--- src/rtl/autobus_pkg.sv ---
// autobus_pkg: shared types and helpers for the autobus traffic generator.
// Latency: n/a (declarations only).
// Backpressure: n/a.
package autobus_pkg;

  localparam int LEN_W = 16;

  typedef enum logic {
    SEND = 1'b0,
    GAP  = 1'b1
  } state_t;

  // Index of the last item for a programmed length; a length of 0 behaves as 1.
  function automatic logic [LEN_W-1:0] last_idx(input logic [LEN_W-1:0] len);
    return (len == '0) ? '0 : len - 1'b1;
  endfunction

endpackage

--- src/rtl/autobus_cnt.sv ---
// autobus_cnt: up-counter that wraps to 0 after reaching its limit, with terminal-count flag.
// Latency: count updates on the edge where inc is high; tc is combinational from count/limit.
// Backpressure: none; counts only when inc is asserted.
//
// Ports:
//   clk, rst  : clock, synchronous active-high reset (count -> 0)
//   inc       : advance the counter this cycle
//   limit     : terminal value; tc is high when count has reached (or passed) it
//   count     : current value
//   tc        : terminal-count flag
module autobus_cnt
  import autobus_pkg::*;
(
  input  logic             clk,
  input  logic             rst,
  input  logic             inc,
  input  logic [LEN_W-1:0] limit,
  output logic [LEN_W-1:0] count,
  output logic             tc
);

  // ">=" so that a limit lowered at a boundary below the current count still terminates.
  assign tc = (count >= limit);

  always_ff @(posedge clk) begin
    if (rst) begin
      count <= '0;
    end else if (inc) begin
      count <= tc ? '0 : count + 1'b1;
    end
  end

endmodule

--- src/rtl/autobus_gen.sv ---
// autobus_gen: free-running packet/frame test-traffic source with programmable inter-packet gap.
// Latency: rdy high at edge n -> word presented (dav=1) in the cycle after edge n; all outputs registered.
// Backpressure: rdy low stalls word emission with all state held; the gap counts regardless of rdy.
//
// Ports:
//   clk, rst      : clock, synchronous active-high reset
//   sop_len       : packet length in words (0 behaves as 1), sampled at packet start
//   sof_len       : frame length in packets (0 behaves as 1), sampled at packet start
//   pkt_interval  : idle cycles after every packet (0 = back-to-back), sampled at gap start
//   rdy           : downstream ready
//   sop/eop       : first/last word of packet, qualified by dav
//   sof/eof       : first word of first packet / last word of last packet of a frame
//   dat           : word index within packet, saturating at all-ones
//   dav           : data valid
module autobus_gen
  import autobus_pkg::*;
#(
  parameter int DWID = 16
) (
  input  logic             clk,
  input  logic             rst,
  input  logic [LEN_W-1:0] sop_len,
  input  logic [LEN_W-1:0] sof_len,
  input  logic [LEN_W-1:0] pkt_interval,
  input  logic             rdy,
  output logic             sop,
  output logic             eop,
  output logic             sof,
  output logic             eof,
  output logic [DWID-1:0]  dat,
  output logic             dav
);

  state_t           state, state_nxt;
  logic [LEN_W-1:0] wcnt, pcnt, gcnt_unused;
  logic [LEN_W-1:0] wlim_q, flim_q, glim_q;
  logic [LEN_W-1:0] wlim, flim;
  logic             wtc, ptc, gtc;
  logic             emit, pkt_end, first_word;
  logic             sop_nxt, eop_nxt, sof_nxt, eof_nxt, dav_nxt;
  logic [DWID-1:0]  dat_nxt;

  assign first_word = (wcnt == '0);
  assign emit       = (state == SEND) && rdy;
  assign pkt_end    = emit && wtc;

  // Lengths take their live input value on the first word and are held for the rest of the
  // packet, so mid-packet changes only land at the next packet boundary.
  assign wlim = first_word ? last_idx(sop_len) : wlim_q;
  assign flim = first_word ? last_idx(sof_len) : flim_q;

  always_ff @(posedge clk) begin
    if (rst) begin
      wlim_q <= '0;
      flim_q <= '0;
      glim_q <= '0;
    end else begin
      if (emit && first_word) begin
        wlim_q <= wlim;
        flim_q <= flim;
      end
      // Only consumed when pkt_interval is non-zero, so the subtraction never underflows in use.
      if (pkt_end) begin
        glim_q <= pkt_interval - 1'b1;
      end
    end
  end

  autobus_cnt u_word (
    .clk   (clk),
    .rst   (rst),
    .inc   (emit),
    .limit (wlim),
    .count (wcnt),
    .tc    (wtc)
  );

  autobus_cnt u_pkt (
    .clk   (clk),
    .rst   (rst),
    .inc   (pkt_end),
    .limit (flim),
    .count (pcnt),
    .tc    (ptc)
  );

  autobus_cnt u_gap (
    .clk   (clk),
    .rst   (rst),
    .inc   (state == GAP),
    .limit (glim_q),
    .count (gcnt_unused),
    .tc    (gtc)
  );

  // State register
  always_ff @(posedge clk) begin
    if (rst) begin
      state <= SEND;
    end else begin
      state <= state_nxt;
    end
  end

  // Next-state logic
  always_comb begin
    state_nxt = state;
    case (state)
      SEND: if (pkt_end && (pkt_interval != '0)) state_nxt = GAP;
      GAP:  if (gtc) state_nxt = SEND;
    endcase
  end

  // Output logic (values for the output registers)
  always_comb begin
    dav_nxt = emit;
    sop_nxt = emit && first_word;
    eop_nxt = pkt_end;
    sof_nxt = emit && first_word && (pcnt == '0);
    eof_nxt = pkt_end && ptc;
  end

  // Word index saturates instead of wrapping when the packet outgrows the data width.
  if (DWID < LEN_W) begin : g_sat
    localparam logic [LEN_W-1:0] SAT = LEN_W'((1 << DWID) - 1);
    assign dat_nxt = (wcnt > SAT) ? SAT[DWID-1:0] : wcnt[DWID-1:0];
  end else begin : g_ext
    assign dat_nxt = DWID'(wcnt);
  end

  always_ff @(posedge clk) begin
    if (rst) begin
      dav <= 1'b0;
      sop <= 1'b0;
      eop <= 1'b0;
      sof <= 1'b0;
      eof <= 1'b0;
      dat <= '0;
    end else begin
      dav <= dav_nxt;
      sop <= sop_nxt;
      eop <= eop_nxt;
      sof <= sof_nxt;
      eof <= eof_nxt;
      if (emit) begin
        dat <= dat_nxt;
      end
    end
  end

endmodule

--- config.mk ---
export PLATFORM = sky130hd
export DESIGN_NAME = autobus_gen
export DESIGN_NICKNAME = d
export VERILOG_FILES = /design/src/rtl/autobus_pkg.sv /design/src/rtl/autobus_cnt.sv /design/src/rtl/autobus_gen.sv
export SDC_FILE = /design/constraint.sdc
export NUM_CORES = 1
export LEC_CHECK = 0
export BUFFER_PORTS_ARGS = -buffer_cell sky130_fd_sc_hd__clkbuf_2
export CAP_MARGIN = 20
export CORE_MARGIN = 3
export CORE_UTILIZATION = 33
export DETAILED_ROUTE_END_ITERATION = 6
export SETUP_SLACK_MARGIN = 0.2
export SYNTH_ARGS = -nofsm -noshare
export SYNTH_HDL_FRONTEND = slang
export SYNTH_HIERARCHICAL = 1
export SYNTH_SLANG_ARGS = --single-unit
--- constraint.sdc ---
create_clock -name clk -period 6.2 [get_ports clk]
set_input_delay 1.24 -clock clk [delete_from_list [all_inputs] [get_ports clk]]
set_output_delay 1.24 -clock clk [all_outputs]
set_load 0.01 [all_outputs]
==> flow_metrics.py, run 1 <==
metrics = {
    "power": {
        "ir_worst_vdd_uv": 162,
        "power_leakage_nw": 3.18,
        "p_per_area_mw_per_mm2": 253,
    },
    "sta": {
        "rsz0062_at_grt": "false",
        "fin_crit_ns": 5.12,
        "fmax_mhz": 195,
        "tightest_slew_ns": 0.842,
        "setup_ws_ns": 1.08,
        "fin_tns_setup_ns": 0,
        "maxSlewViolCount": 0,
        "skew_ns": 0.00827,
        "finalHoldViolCount": 0,
        "max_slew_margin_pct": 43.4,
        "finalSetupViolations": 0,
        "fin_crit_sh_pct": 82.6,
    },
    "grt": {
        "antenna_found_initial": 0,
        "grt_pass1_wl_mm": 30.0,
        "groute.usage.overall_pct": 15.0,
        "grt_pass1_vias": 6101,
        "grt_max_degree": 65,
        "overflow": 0,
    },
    "floorplan": {
        "coreArea_sq_mm": 0.0212,
        "io_pins": 72,
        "start_util_pct": 33.9,
        "num_rows": 53,
        "die_h_microns": 154,
        "die_w_microns": 154,
        "dieArea_sq_mm": 0.0236,
    },
    "placement": {
        "dp_worst_setup_slack_ns": 0.707,
        "hpwl_mm": 13.0,
        "numPortBuffers": 71,
        "place_area_sq_mm": 0.00777,
        "routabilityCongestion": 0.866,
    },
    "run": {
        "maxCapViolations": 0,
    },
    "clock_tree": {
        "cts_setup_buffers": 0,
        "clk_pin_slew_ns": 0.06,
        "cts-resized-gates": 0,
        "cts_hold_buf": 0,
        "htreeDepth": 4,
        "cts_buffers": 17,
        "root_buffer": "clkbuf_16",
        "cts_tree": "done",
        "clock_tree.buffer_depth": 2,
        "clock-sinks": 118,
        "insertion_delay_ns": 0.42,
    },
    "synth": {
        "netlist_area_sq_mm": 0.00720,
        "synth_ff_type": "dfxtp_1",
        "ys_seq_elements": 118,
        "syn_nets": 1005,
        "synth.avg_cell_area_sq_um": 8.01,
        "synth_largest_area_cell": "dfxtp_1",
        "synthTopCellsByArea": "dfxtp_1, ha_1, xor2_1, nand2_1, nor2_1",
        "synth_enable_flop_cells": 0,
        "synthCells": 899,
        "synth.most_common_cell": "dfxtp_1",
        "yosysWarnings": 6,
        "post-synth-top-area-fraction_pct": 32.8,
        "ys_types": 54,
        "async_flop_share_pct": 0,
        "synth.yosys.seq_area_share_pct": 32.8,
        "yosys-top-cells-count": "dfxtp_1, nand2_1, nor2_1",
    },
    "setup_path": {
        "crit_path_max_fanout": 7,
        "startpoint_type": "input port",
        "crit_end": "u_pkt/count[9]$_SDFFE_PP0P_",
        "required_ns": 6.49,
        "arrival_ns": 5.41,
        "critical_path_class": "in -> reg",
        "cp-end-kind": "flip-flop",
        "regToRegEndpoint": "u_pkt/count[9]$_SDFFE_PP0P_",
        "startpoint": "sop_len[8]",
        "r2r_slack_ns": 1.59,
        "r2r_cells": 17,
        "worstReg2RegStart": "u_word/count[2]$_SDFFE_PP0P_",
    },
    "run_status": {
        "status": "finished, final reports clean",
    },
    "cells_and_area": {
        "stdcell_area_sq_mm": 0.00838,
        "antenna_cells": 0,
        "nNetsFinal": 1063,
        "area_delta_synth_final_pct": 16.4,
        "final_core_util_pct": 39.5,
        "drive_gt1_share_pct": 13.5,
    },
    "routing": {
        "wl_per_cell_microns": 14.2,
        "first_pass_iters": 4,
        "routed_wl_mm": 17.7,
        "vias": 6501,
        "vias_per_cell": 5.22,
        "drc": 0,
        "drt_iter0_drc": 350,
        "ant_nets": 0,
    },
    "hold_path": {
        "hp-class": "reg -> reg",
    },
}
[placed cells by master (no fill, tap or decap), types with 10 or more instances in the layout]
cell	Yosys	routed
nor2_1	96	96
ha_1	55	55
o21ai_0	38	38
inv_1	57	57
a21oi_1	56	56
clkbuf_2	0	71
buf_4	4	10
nand2_1	97	97
nor4_1	25	25
nor3_1	16	16
o31ai_1	16	16
or3_1	10	10
clkbuf_16	0	17
dfxtp_1	118	118
nand4_1	41	41
a211oi_1	26	26
xor2_1	42	42
nand2b_1	10	10
xnor2_1	20	20
nand3_1	25	25
[how the worst min path moves through the flow]
stage / start / slack (ns) / cells past startpoint / to
floorplan: flim_q[0]$_SDFFE_PP0P_ / 0.45 / 2 / flim_q[0]$_SDFFE_PP0P_
global placement: dat[7]$_SDFFE_PP0P_ / 0.45 / 2 / dat[7]$_SDFFE_PP0P_
detailed placement: dat[6]$_SDFFE_PP0P_ / 0.45 / 2 / dat[6]$_SDFFE_PP0P_
CTS: dat[6]$_SDFFE_PP0P_ / 0.45 / 2 / dat[6]$_SDFFE_PP0P_
global route: dat[9]$_SDFFE_PP0P_ / 0.48 / 2 / dat[9]$_SDFFE_PP0P_
finish: dat[9]$_SDFFE_PP0P_ / 0.45 / 2 / dat[9]$_SDFFE_PP0P_
[logic make-up after synthesis]
logic type / after synthesis / share of synthesized area (%)
AOI/OAI and AO/OA: 188 / 17.1
xor gates and xnor gates: 62 / 7.54
adders and majority gates: 55 / 9.55
buffers and inverters: 100 / 6.08
DFF: 118 / 32.8
muxes: 9 / 1.25
and+or+nand+nor: 367 / 25.7
[worst max-delay path: stages]
cell and delay (ns):
clkbuf_2 0.11, nor3_1 0.61, nand3_1 0.41, o21ai_1 0.28, o21ai_0 0.11, inv_1 0.07, ha_1 0.15, nand4_1 0.14
or3_1 0.44, or4_4 0.56, nand3_1 0.12, and2_1 0.25, nand4_1 0.19, nor2_1 0.34, and3_1 0.22, xnor2_1 0.11
nor2_1 0.05
[per-stage QoR]
| stage | instances | hold WS, ns | power [mW] |
|---|---|---|---|
| floorplan | 899 | 0.454 | 1.03 |
| global placement | 1212 | 0.446 | 1.11 |
| detailed placement | 1213 | 0.446 | 1.12 |
| CTS | 1245 | 0.454 | 2.14 |
| global route | 1245 | 0.481 | 2.23 |
| finish | 1245 | 0.452 | 2.12 |
[sequential cells by signal (all words and copies together) (netlist names), 16 cells and up]
register      cells
flim_q           16
u_gap/count      16
glim_q           16
dat              16
wlim_q           16
u_pkt/count      16
u_word/count     16
[cell type report]
class                   instances  area (sq um)
fillers                      2235         12800
multi-input cells             681          4400
flip-flops and latches        118          2360
repair buffers                 82           445
clock buffers                  18           439
well taps                     275           344
inverters                      57           214
clock inverters                14           175
[metal layers]
layer / vias to the layer above / track usage, % / wire length, microns
met5: - / 0 / 0
met4: 0 / 4.12 / 175
met3: 15 / 2.70 / 633
met2: 118 / 22.8 / 7770
met1: 3003 / 21.8 / 9110
li1: 3365 / - / -
[where the power goes]
part	leakage, nW	switching, mW	total, mW	internal (mW)
combinational	1.93	0.196	0.305	0.109
clock	0.293	0.372	1.02	0.646
sequential	0.957	0.0157	0.802	0.786
No activity file was read; power rests on OpenSTA's default activity.
==> inputs of run 2 (changes only) <==
--- a/config.mk
+++ b/config.mk
@@ -5,6 +5,7 @@
 export SDC_FILE = /design/constraint.sdc
 export NUM_CORES = 1
 export LEC_CHECK = 0
+export ABC_AREA = 1
 export BUFFER_PORTS_ARGS = -buffer_cell sky130_fd_sc_hd__clkbuf_2
 export CAP_MARGIN = 20
 export CORE_MARGIN = 3
==> constraint.sdc (replaced) <==
create_clock -name clk -period 4.9 [get_ports clk]
set_input_delay 0.98 -clock clk [delete_from_list [all_inputs] [get_ports clk]]
set_output_delay 0.98 -clock clk [all_outputs]
set_load 0.01 [all_outputs]
==> flow_metrics.py, run 2 <==
metrics = {
    "grt": {
        "grt-busiest-layer": "met2",
        "use_met3_pct": 3.48,
        "grt_pass1_wl_mm": 32.6,
        "met1_usage_pct": 20.5,
        "grt_pass1_vias": 6841,
        "overflow": 0,
        "grt_max_degree": 33,
        "antenna_found_initial": 0,
        "use_met2_pct": 25.0,
        "groute.usage.overall_pct": 15.3,
    },
    "setup_path": {
        "critical_path_class": "in -> reg",
        "r2r_slack_ns": 1.32,
        "regToRegEndpoint": "u_pkt/count[10]$_SDFFE_PP0P_",
        "cp-end-kind": "flip-flop",
        "worstReg2RegStart": "u_word/count[5]$_SDFFE_PP0P_",
        "required_ns": 5.21,
        "r2r_cells": 24,
        "startpoint_type": "input port",
        "crit_path_max_fanout": 12,
        "arrival_ns": 4.02,
    },
    "power": {
        "pwr-share-seq_pct": 36.5,
        "power_frac_clock_pct": 47.5,
        "ir_worst_vdd_uv": 223,
        "power_leakage_nw": 4.28,
        "swShare_pct": 28.3,
        "pwr-share-comb_pct": 16.0,
        "switchingPower_uw": 792,
        "power.internal_mw": 2.01,
        "p_per_area_mw_per_mm2": 306,
    },
    "clock_tree": {
        "cts-resized-gates": 0,
        "clk_pin_slew_ns": 0.06,
        "cts_hold_buf": 0,
        "clock_tree.buffer_depth": 2,
        "insertion_delay_ns": 0.42,
        "clock-sinks": 118,
        "cts_tree": "done",
        "root_buffer": "clkbuf_16",
        "cts_buffers": 17,
        "cts_setup_buffers": 0,
        "htreeDepth": 4,
    },
    "sta": {
        "fin_tns_setup_ns": 0,
        "finalHoldViolCount": 0,
        "fin_crit_sh_pct": 75.8,
        "fin_crit_ns": 3.72,
        "maxSlewViolCount": 0,
        "skew_ns": 0.0100,
        "rsz0062_at_grt": "false",
        "setup_ws_ns": 1.18,
        "tightest_slew_ns": 0.904,
        "finalSetupViolations": 0,
        "max_slew_margin_pct": 39.7,
        "fmax_mhz": 269,
    },
    "routing": {
        "vias": 7281,
        "drt_iter0_drc": 399,
        "ant_nets": 0,
        "wl_per_cell_microns": 11.8,
        "drc": 0,
        "vias_per_cell": 4.51,
        "first_pass_iters": 4,
        "routed_wl_mm": 19.1,
    },
    "hold_path": {
        "hold_start": "wlim_q[0]$_SDFFE_PP0P_",
        "hold_end": "wlim_q[0]$_SDFFE_PP0P_",
        "hold_depth": 2,
        "hp-class": "reg -> reg",
    },
    "synth": {
        "synth.avg_cell_area_sq_um": 6.51,
        "synth_enable_flop_cells": 0,
        "netlist_area_sq_mm": 0.00792,
        "synth.most_common_cell": "nand2_1",
        "async_flop_share_pct": 0,
        "syn_nets": 1322,
        "synth_largest_area_cell": "dfxtp_1",
        "ys_seq_elements": 118,
        "synthCells": 1216,
        "post-synth-top-area-fraction_pct": 29.8,
        "synth.yosys.seq_area_share_pct": 29.8,
        "synthTopCellsByArea": "dfxtp_1, nand2_1, nor2_1, ha_1, inv_1",
        "synth_ff_type": "dfxtp_1",
        "ys_types": 40,
        "yosys-top-cells-count": "nand2_1, nor2_1, inv_1",
        "yosysWarnings": 6,
    },
    "placement": {
        "hpwl_mm": 14.5,
        "routabilityCongestion": 0.876,
        "dp_cells": 1583,
        "numPortBuffers": 71,
        "dp_worst_setup_slack_ns": 0.753,
    },
    "floorplan": {
        "num_rows": 56,
        "io_pins": 72,
        "die_w_microns": 161,
        "die_h_microns": 161,
        "dieArea_sq_mm": 0.0259,
        "coreArea_sq_mm": 0.0235,
        "start_util_pct": 33.6,
    },
    "cells_and_area": {
        "antenna_cells": 0,
        "fillerInstances": 2538,
        "mostFrequentLayoutCell": "nand2_1",
        "nNetsFinal": 1389,
        "area_delta_synth_final_pct": 15.8,
        "multi_input_area_sq_mm": 0.00469,
        "drive_gt1_share_pct": 13.3,
        "mostFrequentLayoutCells": "nand2_1, nor2_1, inv_1",
        "layout.cells.non_filler": 1615,
        "regArea_sq_mm": 0.00236,
    },
    "run": {
        "maxCapViolations": 0,
    },
    "run_status": {
        "status": "finished, final reports clean",
    },
}
## run 2: changes by cell type in the layout (fill, tap and decap cells not counted), moves of 20 or more
cell / delta
nor4_1: -21
nor2_1: +129
inv_1: +120
xor2_1: -20
a211oi_1: -26
o21ai_0: +49
nand4_1: -31
nand2_1: +163
nand3_1: +35
## run 2: logic make-up after synthesis
logic type | Yosys count | synth area share, %
simple gates | 622 | 34.7
buf+inv | 213 | 10.9
compound gates | 173 | 11.9
flops | 118 | 29.8
fa+ha+maj | 55 | 8.69
xor+xnor | 32 | 3.54
mux | 3 | 0.379
## run 2: layout make-up
cell class	count	share of cell area (%)
clock inverters	14	2.20
flip-flops and latches	118	25.8
clock buffers	18	4.68
well taps	319	4.35
inverters	186	7.62
multi-input cells	885	51.2
repair buffers	75	4.20
## run 2: power groups by stage
stage | logic [mW] | clock network (mW) | registers (mW)
6_report | 0.448 | 1.33 | 1.02
3_3_place_gp | 0.443 | 0 | 1.04
2_1_floorplan | 0.331 | 0 | 1.04
4_1_cts | 0.452 | 1.36 | 1.02
3_5_place_dp | 0.448 | 0 | 1.04
5_1_grt | 0.520 | 1.41 | 1.03
## run 2: worst max path at each step
stage | from | endpoint | slack (ns) | cells past startpoint
floorplan | sop_len[0] | u_pkt/count[10]$_SDFFE_PP0P_ | 1.03 | 29
global placement | sop_len[0] | u_pkt/count[4]$_SDFFE_PP0P_ | 0.85 | 26
detailed placement | sop_len[0] | u_pkt/count[10]$_SDFFE_PP0P_ | 0.75 | 28
CTS | sop_len[0] | u_pkt/count[10]$_SDFFE_PP0P_ | 1.21 | 28
global route | sop_len[0] | u_pkt/count[14]$_SDFFE_PP0P_ | 0.76 | 30
finish | sop_len[0] | u_pkt/count[10]$_SDFFE_PP0P_ | 1.18 | 28
## run 2: critical path, cell delays in order
cell and delay, ns:
clkbuf_2 0.08, inv_1 0.10, ha_1 0.21, nand3_1 0.14, nor2_1 0.18, nand2_1 0.09, nand2_2 0.18, inv_1 0.12
nand2_1 0.11, o21ai_0 0.09, inv_1 0.07, ha_1 0.12, nand2_1 0.06, nor2_1 0.11, nor2_1 0.05, nand2_1 0.05
nand2_1 0.04, nand2_1 0.06, nand2_1 0.05, nand2_1 0.08, nand2_1 0.16, inv_2 0.11, inv_2 0.06, nor2_4 0.15
nand4_4 0.11, or2_0 0.24, o22ai_1 0.15, nor2_1 0.06
## run 2: per-stage QoR
step | utilization, % | instance area [sq um] | total power, mW | hold WS [ns]
after floorplan | - | 7920 | 1.37 | 0.462
final | 38.9 | 9170 | 2.80 | 0.496
after global placement | 36.3 | 8540 | 1.48 | 0.481
after CTS | 38.9 | 9170 | 2.84 | 0.506
after global routing | 38.9 | 9170 | 2.96 | 0.539
after detailed placement | 36.3 | 8540 | 1.49 | 0.493
## run 2: metal layers
metal	vias to the layer above	wire length, microns
li1	3976	-
met1	3205	9480
met2	95	8870
met3	5	693
met4	0	89
met5	-	0
